## src/rtl/hs32_exec_seq.sv

```systemverilog
// hs32 execute sequencer: reads Rm then Rn/imm, drives the ALU, writes the result back to Rd.
// Optional NZCV flag register is enabled by defining HS32_EXEC_FLAGS_EN.
module hs32_exec_seq #(
    parameter int DW = 32,
    parameter int AW = 4
) (
    input  logic          clk,
    input  logic          reset_n,
    input  logic          req_valid,
    output logic          req_ready,
    input  logic [2:0]    req_aluop,
    input  logic [AW-1:0] req_rd,
    input  logic [AW-1:0] req_rm,
    input  logic [AW-1:0] req_rn,
    input  logic          req_use_imm,
    input  logic [DW-1:0] req_imm,
    output logic          rf_en_n,
    output logic          rf_rw,
    output logic [AW-1:0] rf_addr,
    output logic [DW-1:0] rf_wdata,
    input  logic [DW-1:0] rf_rdata,
    output logic [2:0]    alu_op,
    output logic [DW-1:0] alu_a,
    output logic [DW-1:0] alu_b,
    input  logic [DW-1:0] alu_res,
    input  logic          alu_c,
    input  logic          alu_v,
    output logic          done_valid,
    output logic [AW-1:0] done_rd,
    output logic [DW-1:0] done_res,
    output logic          busy
`ifdef HS32_EXEC_FLAGS_EN
    ,
    output logic [3:0]    flags
`endif
);

    typedef enum logic [2:0] {
        IDLE = 3'd0,
        RD_A = 3'd1,
        RD_B = 3'd2,
        EXEC = 3'd3,
        WB   = 3'd4
    } state_t;

    state_t        state_q;

    // Request fields latched on accept; rm is consumed immediately as the first read address.
    logic [2:0]    op_q;
    logic [AW-1:0] rd_q;
    logic [AW-1:0] rn_q;
    logic          use_imm_q;
    logic [DW-1:0] imm_q;

    logic          rf_en_n_q;
    logic          rf_rw_q;
    logic [AW-1:0] rf_addr_q;
    logic [DW-1:0] rf_wdata_q;

    logic [2:0]    alu_op_q;
    logic [DW-1:0] alu_a_q;
    logic [DW-1:0] alu_b_q;

    logic          done_valid_q;
    logic [AW-1:0] done_rd_q;
    logic [DW-1:0] done_res_q;

`ifdef HS32_EXEC_FLAGS_EN
    logic [3:0]    flags_q;
`endif

    always_ff @(posedge clk or negedge reset_n) begin
        if (!reset_n) begin
            state_q      <= IDLE;
            op_q         <= '0;
            rd_q         <= '0;
            rn_q         <= '0;
            use_imm_q    <= 1'b0;
            imm_q        <= '0;
            rf_en_n_q    <= 1'b1;
            rf_rw_q      <= 1'b0;
            rf_addr_q    <= '0;
            rf_wdata_q   <= '0;
            alu_op_q     <= '0;
            alu_a_q      <= '0;
            alu_b_q      <= '0;
            done_valid_q <= 1'b0;
            done_rd_q    <= '0;
            done_res_q   <= '0;
`ifdef HS32_EXEC_FLAGS_EN
            flags_q      <= 4'b0000;
`endif
        end else begin
            done_valid_q <= 1'b0;
            case (state_q)
                IDLE: begin
                    if (req_valid) begin
                        op_q      <= req_aluop;
                        rd_q      <= req_rd;
                        rn_q      <= req_rn;
                        use_imm_q <= req_use_imm;
                        imm_q     <= req_imm;
                        rf_en_n_q <= 1'b0;
                        rf_rw_q   <= 1'b0;
                        rf_addr_q <= req_rm;
                        state_q   <= RD_A;
                    end
                end
                RD_A: begin
                    // Immediate form skips the second read entirely.
                    rf_en_n_q <= use_imm_q;
                    rf_rw_q   <= 1'b0;
                    rf_addr_q <= rn_q;
                    state_q   <= RD_B;
                end
                RD_B: begin
                    rf_en_n_q <= 1'b1;
                    alu_op_q  <= op_q;
                    alu_a_q   <= rf_rdata;
                    if (use_imm_q) begin
                        alu_b_q <= imm_q;
                    end
                    state_q   <= EXEC;
                end
                EXEC: begin
                    if (!use_imm_q) begin
                        alu_b_q <= rf_rdata;
                    end
                    rf_en_n_q    <= 1'b0;
                    rf_rw_q      <= 1'b1;
                    rf_addr_q    <= rd_q;
                    rf_wdata_q   <= alu_res;
                    done_valid_q <= 1'b1;
                    done_rd_q    <= rd_q;
                    done_res_q   <= alu_res;
`ifdef HS32_EXEC_FLAGS_EN
                    flags_q      <= {alu_res[DW-1], (alu_res == '0), alu_c, alu_v};
`endif
                    state_q      <= WB;
                end
                WB: begin
                    rf_en_n_q <= 1'b1;
                    rf_rw_q   <= 1'b0;
                    state_q   <= IDLE;
                end
                default: begin
                    rf_en_n_q <= 1'b1;
                    rf_rw_q   <= 1'b0;
                    state_q   <= IDLE;
                end
            endcase
        end
    end

    // Operand B of a reg-reg op arrives from the regfile during EXEC itself; it is
    // captured at the end of EXEC so the ALU input stays stable until the next op.
    assign alu_b = (state_q == EXEC && !use_imm_q) ? rf_rdata : alu_b_q;

    assign req_ready  = (state_q == IDLE);
    assign busy       = (state_q != IDLE);
    assign rf_en_n    = rf_en_n_q;
    assign rf_rw      = rf_rw_q;
    assign rf_addr    = rf_addr_q;
    assign rf_wdata   = rf_wdata_q;
    assign alu_op     = alu_op_q;
    assign alu_a      = alu_a_q;
    assign done_valid = done_valid_q;
    assign done_rd    = done_rd_q;
    assign done_res   = done_res_q;

`ifdef HS32_EXEC_FLAGS_EN
    assign flags = flags_q;
`else
    logic unused_alu_flags;
    assign unused_alu_flags = alu_c ^ alu_v;
`endif

endmodule
```

## config.mk

```make
export PLATFORM = sky130hd
export DESIGN_NAME = hs32_exec_seq
export DESIGN_NICKNAME = d
export VERILOG_FILES = /design/src/rtl/hs32_exec_seq.sv
export SDC_FILE = /design/constraint.sdc
export NUM_CORES = 1
export LEC_CHECK = 0
export CAP_MARGIN = 20
export CORE_ASPECT_RATIO = 0.5
export CORE_MARGIN = 2
export CORE_UTILIZATION = 40
export DETAILED_ROUTE_END_ITERATION = 8
export MAX_ROUTING_LAYER = met4
export PLACE_DENSITY = 0.73
export SETUP_SLACK_MARGIN = 0.3
export SLEW_MARGIN = 0
export SYNTH_ARGS = -nofsm -noshare
export SYNTH_HDL_FRONTEND = slang
export SYNTH_SLANG_ARGS = --single-unit
export TNS_END_PERCENT = 10
```

## constraint.sdc

```tcl
create_clock -name clk -period 1.9 [get_ports clk]
set_input_delay 0.285 -clock clk [delete_from_list [all_inputs] [get_ports clk]]
set_output_delay 0.285 -clock clk [all_outputs]
set_load 0.01 [all_outputs]
```

# After elaboration in Yosys (flattened, before gate mapping)
# Cells that the tools add are included.
[totals] reg_bits=157 in_bits=117 out_inout_bits=144 wordCells=44
[op_classes] n_eq_ne=6 n_mux=12 bitwise=1 n_reduce_logical=10
[op_table] cell="32-bit two-way mux" n=3
[op_table] cell="32-bit case mux with 2 select lines" n=1
[op_table] cell="3-bit case mux with 4 select lines" n=1
[op_table] cell="4-bit case mux with 3 select lines" n=1
[op_table] cell="3-bit by 2-bit equality test with 1-bit output (second input constant)" n=2
[op_table] cell="2-bit inequality test (second input constant)" n=3
[op_table] cell="1-bit case mux with 3 select lines" n=2
[op_table] cell="2-bit AND reduction" n=3
[op_table] cell="3-bit nonzero test" n=2
[op_table] cell="4-bit two-way mux" n=1
[op_table] cell="3-bit by 1-bit equality test with 1-bit output (second input constant)" n=1
[op_table] cell="3-bit zero test" n=1
[op_table] cell="3-bit two-way mux" n=1
[op_table] cell="3-bit AND reduction" n=1
[op_table] cell="1-bit two-way mux" n=2
[op_table] cell="2-bit nonzero test" n=1
[op_table] cell="1-bit logical AND" n=1
[op_table] cell="1-bit zero test" n=1
[op_table] cell="1-bit inverter" n=1

# Depth between registers and ports, before layout
[depth] depth_word=3 ltp_mapped=6 ltp_nobuf=3

# Least setup slack after synthesis
# No wires, ideal clock.
[synth_timing] path_kind="flip-flop to output port" from="reg state_q[2]" to="out alu_b[2]" t_arrival_ns=1.512 t_required_ns=1.615 setup_slack_ns=0.103 path_stages_with_launch=6 cell_sequence="dfrtp_1 buf_4 nand3b_1 nor2_2 buf_4 mux2_1"
[synth_via] elab_chain_cells=3
[synth_lines] item="start, declared" line="46" source="state_t state_q;"
[synth_lines] item="start signal, assigned" line="74" source="state_q <= IDLE;"
[synth_lines] item="start signal, assigned" line="106" source="state_q <= RD_A;"
[synth_lines] item="start signal, assigned" line="114" source="state_q <= RD_B;"
[synth_lines] item="3-bit by 2-bit equality test with 1-bit output" line="157" source="assign alu_b = (state_q == EXEC && !use_imm_q) ? rf_rdata : alu_b_q;"
[synth_lines] item="1-bit logical AND" line="157"
[synth_lines] item="32-bit two-way mux" line="157"
[synth_lines] item="end, declared" line="24" source="output logic [DW-1:0] alu_b,"
# Every way passes these cells.

# Final worst setup path
[layout_timing] from="reg state_q[2]" to="out alu_b[22]"
# Same word-level chain as after synthesis.

==> reports/results.tsv <==
metric	value	unit
Clk Latency, worst-skew pair	0.42	ns
failing checks	setup timing	
power density over the cells	1860	mW/mm^2
Sink Count	157	
Max VDD drop	0.891	mV
Antenna Nets Post-Route	0	
gr ovfl total	0	
CTS Buf Count	17	
placed inst area	0.00996	sq mm
Starting Density	40.7	%
total die area	0.0188	sq mm
crit path from	state_q[2]	
Setup CP Type	flip-flop to output pin	
crit-path max FO	4	
DRC Markers	0	
Worst Hold Class	input pin to asynchronous set/reset pin	
slowest stage cell, crit path	dfrtp_1	
total of max-cap violations	0	
final setup violating endpoints	32	
CTS tree	yes	
crit share post-route	122	%
Synth top area share	55.4	%
area leader, netlist	dfrtp_1	
vias per cell	5.18	
Post-synth top cells	dfrtp_1, mux2_2, buf_4	
Final Hold Vio Count	0	
Max Slew Vio Count	0	
most frequent cell after synthesis	dfrtp_1	
Cell Chain, Critical Path	nand3b_1 > nor2_4 > buf_6 > buf_6 > buf_16 > mux2_4 > buf_6	
asr flop ratio synth	100	%
Netlist cell types	32	
Nets	915	
fraction of layout cells with a size suffix above 1	33.9	%
GR Util All Layers	23.4	%
Setup WS pre-CTS	-0.297	ns
Synth Cell Area	0.00705	sq mm
H-tree levels	4	
Worst setup SP type	flip-flop	
CP peak stage delay	0.39	ns
Root Buffer	clkbuf_16	
Cell Rows	34	
clk slew on worst S/H paths	0.07	ns
register area share after synthesis	55.7	%
DRT iter0 DRCs	246	
Synth Register Bits	157	
post-DR wirelength/cell	19.8	um
WP data arrival	2.03	ns
total wire length	20.7	mm
Leak Pwr	4.99	nW
first-pass GRT wire length	32.6	mm
Design Area, Final	0.0110	sq mm
YS warnings	0	
Post-DP HPWL	14.0	mm
crit-path most repeated cell	buf_6	
fillers	1343	
delay-heaviest family, CP	buffers and inverters	
I/O pin cnt	261	
antenna cells	0	
RSZ-0062 raised after global routing	true	
core area	0.0173	sq mm
Layout area overhead	56.3	%
status	finished with violations	
die width	192	um
syn_area_per_cell	12.8	sq um
Pre-Repair DR Iteration Count	4	
# port buffers	258	
Vias	5417	
initial antenna violation count	0	
gpl congestion	0.766	
Die Span Y	97.9	um
EDFF count, synth	0	
pin count of the biggest net entering global routing	56	
Post-synth top flop	dfrtp_1	
cells after synthesis	549	
Crit. End Element	output pin	
Worst-Margin Slew	0.566	ns
Rel. slew slack	62.2	%
Syn Nets	666	
critical path buffer and inverter count	4	
synth top area cells	dfrtp_1, mux2_2, buf_4, a211oi_1, o22ai_1	
Reg-to-Reg Start	state_q[2]	
maximum clock rate	0.432	GHz
Clock Skew	0.0101	ns
Max clock buf depth	2	
Final min period	2.32	ns
worst path required time	1.62	ns
vias in the first global route	5743	
post-route setup slack	-0.416	ns
area by class of cell:
| class | instances | area (sq um) | share of cell area [%] |
|---|---|---|---|
| sequential | 157 | 3930 | 35.7 |
| timing repair buffer | 303 | 3120 | 28.3 |
| multi-input combinational | 313 | 3090 | 28.0 |
| clock buffer | 19 | 453 | 4.11 |
| tap | 234 | 293 | 2.66 |
| clock inverter | 13 | 108 | 0.977 |
| inverter | 6 | 22.5 | 0.204 |
flip-flops by register name, summed over array words and instances, names as in the netlist:
name        count
rf_rw           1
rd_q            4
use_imm_q       1
done_res       32
alu_b_q        32
state_q         3
rn_q            4
op_q            3
done_valid      1
imm_q          32
alu_a          32
rf_en_n         1
done_rd         4
alu_op          3
rf_addr         4
cells in the final DEF (no fill, tap or decap), types with 2 or more instances in the layout:
cell type,n
buf_4,18
nor2_1,42
buf_6,41
clkdlybuf4s50_1,113
dlygate4sd2_1,103
clkbuf_8,2
buf_12,13
a221o_1,4
clkbuf_16,18
clkinvlp_4,4
inv_1,5
o22ai_2,3
o21ai_0,2
dlymetal6s2s_1,7
nor3_1,2
mux2_2,47
a211oi_1,29
a211oi_2,3
mux2i_1,4
clkinv_4,4
mux2_4,99
o22ai_1,28
buf_16,3
dfrtp_1,155
a21oi_1,32
inv_6,3
metal layers:
layer	global-route usage [%]	vias to the layer above	routed length, um
met2	37.3	152	10400
li1	-	2456	-
met1	30.0	2775	9000
met4	8.40	0	515
met5	-	-	0
met3	4.49	34	820
final timing paths:
path / to / slack, ns / cells past startpoint
hold / removal: rf_addr[2] / 0.42 / 2
setup reg to reg: imm_q[5] / 0.11 / 5
max in group asynchronous: rf_en_n / 0.82 / 3
setup / recovery: alu_b[22] / -0.42 / 7
min in group clk: done_res[4] / 0.48 / 2
hold reg to reg: alu_a[23] / 0.50 / 1
timing repair:
| item | CTS | global route |
|---|---|---|
| gates cloned | 3 | 0 |
| endpoints found under the hold margin | 50 | 0 |
| setup endpoints to repair | 247 | 189 |
| resized for setup | 343 | 49 |
| hold buffers | 1 | 0 |
| pin swaps | 4 | 6 |
| buffers inserted | 6 | 1 |
per-stage QoR:
step           utilization [%]  hold slack [ns]  cells  power, mW  TNS (ns)
3_3_place_gp              57.5            0.299   1002       16.4     -7.31
5_1_grt                   63.6            0.460   1045       21.6    -13.73
6_report                  63.6            0.423   1045       20.4    -11.68
2_1_floorplan                -          -0.0106    549       12.1         0
3_5_place_dp              57.5            0.303   1002       16.7     -9.50
4_1_cts                   62.7            0.412   1044       20.2     -9.88
kinds of logic (layout without fill, tap and decap cells):
logic type      Yosys count  in the layout  share of synthesized area, %
buf+inv                  79            341                          6.73
compound gates          105            105                          9.55
xor+xnor                  1              1                         0.124
mux                     150            150                          23.9
simple gates             57             57                          3.98
flops                   157            157                          55.7
where the power goes:
| group | switching, mW | internal, mW |
|---|---|---|
| clock network | 1.46 | 1.77 |
| logic | 4.69 | 6.28 |
| registers | 1.13 | 5.12 |
| total | 7.28 | 13.2 |
Power figures use the tool's default switching activity.
